--- src/rtl/fpu_mul_iter_if.sv ---
// Start/finish handshake and operand/result bus for the iterative FP multiplier.
// Start is en (taken only when busy=0); completion is a one-cycle fi with g and flags.
interface fpu_mul_iter_if #(
    parameter int EXP_W = 8,
    parameter int MAN_W = 23
);
    localparam int W = 1 + EXP_W + MAN_W;

    logic         en;
    logic         busy;
    logic         fi;
    logic [W-1:0] a;
    logic [W-1:0] b;
    logic [W-1:0] g;
    logic [3:0]   flags;

    modport master (output en, a, b, input busy, fi, g, flags);
    modport slave  (input en, a, b, output busy, fi, g, flags);
endinterface

--- src/rtl/fpu_mul_iter.sv ---
// Iterative IEEE-style multiplier, shift-add one bit/cycle plus RNE; fi at MAN_W+4 edges after accept (2 for specials).
// No backpressure: en is ignored while busy, result held in g/flags until the next fi.
module fpu_mul_iter #(
    parameter int EXP_W = 8,
    parameter int MAN_W = 23
) (
    input  logic           clk,
    input  logic           rst,
    fpu_mul_iter_if.slave  io
);
    localparam int W  = 1 + EXP_W + MAN_W;
    localparam int N  = MAN_W + 1;
    localparam int PW = 2 * N;
    localparam int CW = $clog2(MAN_W + 2);
    localparam int EW = EXP_W + 2;
    localparam logic signed [EW-1:0] BIAS = EW'((1 << (EXP_W - 1)) - 1);
    localparam logic signed [EW-1:0] EMAX = EW'((1 << EXP_W) - 1);

    localparam logic [2:0] S_IDLE     = 3'd0;
    localparam logic [2:0] S_CLASSIFY = 3'd1;
    localparam logic [2:0] S_MULT     = 3'd2;
    localparam logic [2:0] S_NORM     = 3'd3;
    localparam logic [2:0] S_ROUND    = 3'd4;

    logic [2:0]              state;
    logic [W-1:0]            a_r, b_r;
    logic                    sgn;
    logic signed [EW-1:0]    e_r;
    logic [N-1:0]            mcand;
    logic [PW-1:0]           prod;
    logic [CW-1:0]           cnt;
    logic [MAN_W-1:0]        frac_r;
    logic                    grd, stk;
    logic                    spec_hit;
    logic [W-1:0]            spec_g;
    logic [3:0]              spec_f;
    logic [W-1:0]            g_q;
    logic [3:0]              flags_q;
    logic                    fi_q;

    // Operand unpack and special-operand decode
    logic             sa, sb;
    logic [EXP_W-1:0] ea, eb;
    logic [MAN_W-1:0] fa, fb;
    logic             a_nan, b_nan, a_inf, b_inf, a_zero, b_zero;
    logic             is_spec;
    logic [W-1:0]     sp_g;
    logic [3:0]       sp_f;
    logic signed [EW-1:0] e_calc;

    assign {sa, ea, fa} = a_r;
    assign {sb, eb, fb} = b_r;
    assign a_zero = ~|ea;
    assign b_zero = ~|eb;
    assign a_nan  = (&ea) & (|fa);
    assign b_nan  = (&eb) & (|fb);
    assign a_inf  = (&ea) & ~(|fa);
    assign b_inf  = (&eb) & ~(|fb);
    assign e_calc = $signed({2'b00, ea}) + $signed({2'b00, eb}) - BIAS;

    always_comb begin
        is_spec = 1'b1;
        sp_g    = '0;
        sp_f    = 4'b0000;
        if (a_nan || b_nan) begin
            sp_g = {1'b0, {EXP_W{1'b1}}, 1'b1, {(MAN_W-1){1'b0}}};
        end else if ((a_inf && b_zero) || (b_inf && a_zero)) begin
            sp_g = {1'b0, {EXP_W{1'b1}}, 1'b1, {(MAN_W-1){1'b0}}};
            sp_f = 4'b1000;
        end else if (a_inf || b_inf) begin
            sp_g = {sa ^ sb, {EXP_W{1'b1}}, {MAN_W{1'b0}}};
        end else if (a_zero || b_zero) begin
            sp_g = {sa ^ sb, {(W-1){1'b0}}};
        end else begin
            is_spec = 1'b0;
        end
    end

    // Shift-add step: multiplier sits in the low half of prod and is consumed LSB first
    logic [N:0] step_sum;
    assign step_sum = {1'b0, prod[PW-1:N]} + (prod[0] ? {1'b0, mcand} : {(N+1){1'b0}});

    // Normalise: product of two [1,2) significands lies in [1,4)
    logic [MAN_W-1:0]     n_frac;
    logic                 n_grd, n_stk;
    logic signed [EW-1:0] n_e;
    always_comb begin
        if (prod[PW-1]) begin
            n_frac = prod[PW-2:N];
            n_grd  = prod[N-1];
            n_stk  = |prod[N-2:0];
            n_e    = e_r + EW'(1);
        end else begin
            n_frac = prod[PW-3:N-1];
            n_grd  = prod[N-2];
            n_stk  = |prod[N-3:0];
            n_e    = e_r;
        end
    end

    // Round to nearest even, then range check on the post-carry exponent
    logic                 r_inc;
    logic [MAN_W:0]       r_sum;
    logic signed [EW-1:0] r_e;
    logic [W-1:0]         r_g;
    logic [3:0]           r_f;
    assign r_inc = grd & (stk | frac_r[0]);
    assign r_sum = {1'b0, frac_r} + {{MAN_W{1'b0}}, r_inc};
    assign r_e   = e_r + $signed({{(EW-1){1'b0}}, r_sum[MAN_W]});

    always_comb begin
        r_g = {sgn, r_e[EXP_W-1:0], r_sum[MAN_W-1:0]};
        r_f = {3'b000, grd | stk};
        if (r_e >= EMAX) begin
            r_g = {sgn, {EXP_W{1'b1}}, {MAN_W{1'b0}}};
            r_f = 4'b0101;
        end else if (r_e[EW-1] || (r_e == '0)) begin
            r_g = {sgn, {(W-1){1'b0}}};
            r_f = 4'b0011;
        end
    end

    always_ff @(posedge clk or negedge rst) begin
        if (!rst) begin
            state    <= S_IDLE;
            a_r      <= '0;
            b_r      <= '0;
            sgn      <= 1'b0;
            e_r      <= '0;
            mcand    <= '0;
            prod     <= '0;
            cnt      <= '0;
            frac_r   <= '0;
            grd      <= 1'b0;
            stk      <= 1'b0;
            spec_hit <= 1'b0;
            spec_g   <= '0;
            spec_f   <= '0;
            g_q      <= '0;
            flags_q  <= '0;
            fi_q     <= 1'b0;
        end else begin
            fi_q <= 1'b0;
            case (state)
                S_IDLE: begin
                    if (io.en) begin
                        a_r   <= io.a;
                        b_r   <= io.b;
                        state <= S_CLASSIFY;
                    end
                end
                S_CLASSIFY: begin
                    sgn      <= sa ^ sb;
                    e_r      <= e_calc;
                    mcand    <= {1'b1, fa};
                    prod     <= {{N{1'b0}}, 1'b1, fb};
                    cnt      <= '0;
                    spec_hit <= is_spec;
                    spec_g   <= sp_g;
                    spec_f   <= sp_f;
                    state    <= is_spec ? S_ROUND : S_MULT;
                end
                S_MULT: begin
                    prod <= {step_sum, prod[N-1:1]};
                    cnt  <= cnt + CW'(1);
                    if (cnt == CW'(MAN_W)) state <= S_NORM;
                end
                S_NORM: begin
                    frac_r <= n_frac;
                    grd    <= n_grd;
                    stk    <= n_stk;
                    e_r    <= n_e;
                    state  <= S_ROUND;
                end
                S_ROUND: begin
                    g_q     <= spec_hit ? spec_g : r_g;
                    flags_q <= spec_hit ? spec_f : r_f;
                    fi_q    <= 1'b1;
                    state   <= S_IDLE;
                end
                default: state <= S_IDLE;
            endcase
        end
    end

    assign io.busy  = (state != S_IDLE);
    assign io.fi    = fi_q;
    assign io.g     = g_q;
    assign io.flags = flags_q;
endmodule

--- src/flat_wrapper.sv ---
// flat-port wrapper written by rule: the top's interface ports become plain ports
module fpu_mul_iter_flat 
#(
    parameter int EXP_W = 8,
    parameter int MAN_W = 23
)
  (clk, rst, io_en, io_a, io_b, io_busy, io_fi, io_g, io_flags);
  fpu_mul_iter_if #(.EXP_W(EXP_W), .MAN_W(MAN_W)) io_i ();
  input  logic clk;
  input  logic rst;
  input wire logic [$bits(io_i.en)-1:0] io_en;
  input wire logic [$bits(io_i.a)-1:0] io_a;
  input wire logic [$bits(io_i.b)-1:0] io_b;
  output wire logic [$bits(io_i.busy)-1:0] io_busy;
  output wire logic [$bits(io_i.fi)-1:0] io_fi;
  output wire logic [$bits(io_i.g)-1:0] io_g;
  output wire logic [$bits(io_i.flags)-1:0] io_flags;
  assign io_i.en = io_en;
  assign io_i.a = io_a;
  assign io_i.b = io_b;
  assign io_busy = io_i.busy;
  assign io_fi = io_i.fi;
  assign io_g = io_i.g;
  assign io_flags = io_i.flags;
  fpu_mul_iter #(.EXP_W(EXP_W), .MAN_W(MAN_W)) u_core (.clk(clk), .rst(rst), .io(io_i));
endmodule
--- config.mk ---
export PLATFORM = sky130hd
export DESIGN_NAME = fpu_mul_iter_flat
export DESIGN_NICKNAME = d
export VERILOG_FILES = /design/src/rtl/fpu_mul_iter_if.sv /design/src/rtl/fpu_mul_iter.sv /design/src/flat_wrapper.sv
export SDC_FILE = /design/constraint.sdc
export NUM_CORES = 1
export LEC_CHECK = 0
export ABC_AREA = 1
export BUFFER_PORTS_ARGS = -buffer_cell sky130_fd_sc_hd__buf_4
export CELL_PAD_IN_SITES_DETAIL_PLACEMENT = 0
export CELL_PAD_IN_SITES_GLOBAL_PLACEMENT = 1
export CORE_MARGIN = 2
export CORE_UTILIZATION = 40
export DETAILED_ROUTE_END_ITERATION = 12
export PLACE_DENSITY = 0.82
export SYNTH_ARGS = -nofsm -noshare
export SYNTH_HDL_FRONTEND = slang
export SYNTH_SLANG_ARGS = --single-unit
--- constraint.sdc ---
create_clock -name clk -period 3.9 [get_ports clk]
set_input_delay 0.78 -clock clk [delete_from_list [all_inputs] [get_ports clk]]
set_output_delay 0.78 -clock clk [all_outputs]
set_load 0.02 [all_outputs]
==> results <==
- The number of antenna violations at the first check in global routing is 0.
- nand2_1 is the most common cell in the netlist.
- The number of nets in the synthesized netlist is 1,686.
- The global-route layer with the greatest usage is met2.
- The number of nets in the finished design is 1,791.
- The count of inserted antenna diode cells is 0.
- The worst setup path is of the register to register kind.
- Yosys mapped a number of flops with a built-in enable equal to 0.
- The global-route track usage on met2 is 31.2%.
- The slew of the pin with the lowest slew margin is 0.868 ns.
- The later pin in the worst-skew pair is clocked with a latency of 0.53 ns.
- The via count of the first global-routing pass is 10.3k.
- The slack of the worst reg-to-reg path is 0.37 ns.
- The height of the chip is 178 um.
- Buffers inserted during clock tree synthesis total 26.
- From synthesis to final layout, the design area changed by 18.9%.
- IR analysis of the VDD net gives a maximum drop of 378 uV.
- The horizontal die dimension is 178 um.
- In the routed layout, each cell is associated on average with a via count of 5.08.
- The flow ran to the end, and the final reports show no timing, DRC or antenna violations.
- The critical register-to-register path endpoint is u_core.io.g[10].
- The number of failing hold endpoints at the final stage is 0.
- Synthesis produced a netlist whose cell count is 1,578.
- Global routing consumed, over all layers together, 20.0% of the routing resources.
- The number of distinct library cell variants in the gate-level netlist after synthesis is 48.
- The max-cap check violation count is 0.
- 105 I/O pins were placed.
- In this run the critical register-to-register path is launched from u_core.frac_r[0].
- The synthesized netlist occupies a cell area of 12,200 um2.
- Global routing used 2.28% of the available met3 tracks.
- The type of origin of the critical path is a register.
- The data arrival time of the worst path is 3.94 ns.
- The clock input transition at the sequential cells of the worst setup and hold paths is 0.06 ns.
- The main flop type after synthesis is dfrtp_1.
- STA classifies the critical path endpoint as a register.
- The detailed-route via count is 10.6k.
- The total negative slack is 0 ns.
- The aggregate global routing overflow is 0.
- The analysis attributes to cell leakage a power of 7.26 nW.
- The detail route stage leaves a number of antenna-violating nets equal to 0.
- The full die area is 31,800 um2.
- The max-slew headroom at the worst pin is 42.1%.
- For the finished layout, the period the worst path requires is 3.53 ns.
- The synthesized area per cell is 7.71 um2.
- The placeable core area is 29,800 um2.
- The number of storage elements in the synthesis netlist is 222.
- For this run, the top clock speed supported by timing is 0.283 GHz.
- Dividing the detail-routed wire length by the instance count gives 14.8 um.
- The share of final-layout standard cells stronger than drive strength 1 is 13.3%.
- The worst clock skew is 0.0112 ns.
- The cell chosen for the clock root is clkbuf_16.
- Setup repair after global routing left no endpoint under its margin.
- Fill cells in the final layout number 2,979.
- With fillers left out, the area of the finished cells amounts to 14,500 um2.
- For this design, the sink count on the clock tree is 222.
- The CTS tree is built.
- Entering global routing, the biggest net connects 101 pins.
- The number of buffers inserted for hold repair after clock tree synthesis is 0.
- The depth of the worst register-to-register path is 24.
- In the final layout, the multi-input gates occupy 5640 um2.
- The path type of the worst min-delay path is input port to asynchronous set/reset pin.
- Setup violations remaining at the end of the flow were counted as 0.
- The global routing usage on met1 is 29.8%.
- After the first detailed-routing iteration, the DRC count stood at 685.
- By area the synthesized netlist is led by dfrtp_1 (46%), nand2_1 (12%), inv_1 (6.5%), nor2_1 (5.2%), a21oi_1 (4.8%).
- The core utilization of the finished layout is 48.5%.
- The final count of pins violating max slew was 0.
- The HPWL after detailed placement is 22.7 mm.
- After layout, the worst path uses 90.6% of the clock period.
- The warning count from the yosys run is 0.
- The worst path meets setup with 0.368 ns of slack.
- In the routed design, unresolved DRC markers number 0.
- CTS built an H-tree with a depth of 1.
- Input and output buffers added on the ports amount to 104.
- Data on the critical path is required at its endpoint by 4.30 ns.
- Summed over its instances, the top area cell type makes up 45.7% of the synthesized netlist area.
- The number of cell rows is 63.
- For this configuration, the core starts out at a cell density of 40.8%.
- After synthesis, the share of flip-flops with an asynchronous set or reset is 100%.
- The wire length of the first global-routing pass is 51.9 mm.
- The share of the Yosys chip area taken by registers is 45.7%.
- The worst hold slack across all endpoints is 0.275 ns.
- The number of detailed-routing iterations run before antenna repair is 5.
- The routed design has 31.0 mm of wire.
- For this design the ratio of total power to cell area is 855 nW/um2.
- Counting instances in the post-synthesis netlist gives the leading cell types as nand2_1 (381), dfrtp_1 (222), inv_1 (209).
- The maximum count of clock buffers along a single path is 3.
- The post-placement cell area is 13,400 um2.
- Across the whole layout, storage elements account for 5560 um2.
- The congestion estimate from routability-driven global placement came to 0.898.
- The cell taking the most area after synthesis is dfrtp_1.
- In this run the worst path has a maximum fanout of 11.
- The post-placement worst setup slack is 0.186 ns.
flip-flops by register name (all words and copies together) (netlist names), 4 cells and up:
| signal | count |
|---|---|
| u_core.io.flags | 4 |
| u_core.e_r | 10 |
| u_core.mcand | 24 |
| u_core.a_r | 32 |
| u_core.io.g | 32 |
| u_core.frac_r | 23 |
| u_core.cnt | 5 |
| u_core.b_r | 32 |
| u_core.prod | 48 |
how the worst max path moves through the flow:
stage,cells past startpoint,slack [ns],startpoint,to
after floorplan,25,0.87,u_core.frac_r[0],u_core.io.g[10]
after global placement,27,0.26,u_core.frac_r[0],u_core.io.g[13]
after detailed placement,27,0.19,u_core.frac_r[0],u_core.io.g[1]
after CTS,27,0.17,u_core.frac_r[0],u_core.io.g[1]
after global routing,27,0.002,u_core.frac_r[0],u_core.io.g[1]
final,24,0.37,u_core.frac_r[0],u_core.io.g[10]
cells by family (layout without fill, tap and decap cells):
| logic type | Yosys count | in the layout | synth area share, % |
|---|---|---|---|
| multiplexers | 9 | 9 | 0.823 |
| AND/OR/NAND/NOR | 705 | 705 | 24.5 |
| AO/OA/AOI/OAI | 319 | 319 | 15.2 |
| XOR/XNOR | 16 | 16 | 1.15 |
| flip-flops | 222 | 222 | 45.7 |
| buffers and inverters | 266 | 391 | 8.33 |
| adder cells (fa/ha/maj) | 41 | 41 | 4.34 |
worst max-delay path, stage by stage, from the launching register on:
cell and delay (ns):
dfrtp_1 0.35, inv_1 0.06, a21oi_1 0.15, ha_1 0.19, nand3_1 0.12, nor2_1 0.11
nand2_1 0.10, nor2_2 0.14, nand2_1 0.10, nor2_1 0.10, nand3_1 0.10, nor3_1 0.15
buf_4 0.15, ha_2 0.20, ha_2 0.20, nand3_1 0.15, o21ai_1 0.16, nand2_1 0.12
nor2_1 0.15, nand3_2 0.11, nand2_4 0.12, nor2_8 0.06, nand2_8 0.12, buf_4 0.14
o21ai_2 0.05
per-stage QoR:
stage,total power [mW],instances
3_3_place_gp,9.50,2035
3_5_place_dp,9.63,2035
5_1_grt,13.5,2093
2_1_floorplan,7.97,1578
4_1_cts,12.4,2083
6_report,12.4,2093
power by group:
part           internal (mW)  switching, mW  leakage (nW)
Combinational           2.00           3.57          4.08
Clock                   1.72          0.978         0.483
Sequential              3.33          0.762          2.69
Total                   7.05           5.31          7.26
cell type report:
type | instances | share of cell area, %
multi-input cells | 1090 | 39.0
flip-flops and latches | 222 | 38.4
repair buffers | 129 | 6.92
inverters | 214 | 5.56
clock buffers | 35 | 5.37
well taps | 390 | 3.38
clock inverters | 13 | 1.36
metal layers:
layer | wire length (um) | part of all wire [%]
met1 | 15400 | 50
met3 | 1360 | 4.4
met2 | 13500 | 44
met5 | 0 | 0
met4 | 684 | 2.2
placed cells by master (no fill, tap or decap), types with 6 or more instances in the layout:
cell	netlist	final
a21oi_1	117	117
mux2_2	8	8
nor4_1	9	9
ha_1	39	37
nand3b_1	6	6
clkbuf_16	0	27
xor2_1	11	11
o22ai_1	7	7
clkbuf_8	0	7
o221ai_1	14	14
nand4_1	34	34
inv_1	209	208
o21ai_0	104	104
dfrtp_1	222	222
clkinv_2	1	7
a31oi_1	17	17
nor2_1	170	168
o211ai_1	27	27
nor3_1	15	15
nand3_1	72	70
buf_4	1	126
o21a_1	6	6
o21ai_2	11	11
nand2_1	381	380
what timing repair did:
item,CTS,global route
setup buffers,0,10
endpoints found under the setup margin,0,25
endpoints found under the hold margin,0,0
resized for setup,0,8
Power figures use the tool's default switching activity.
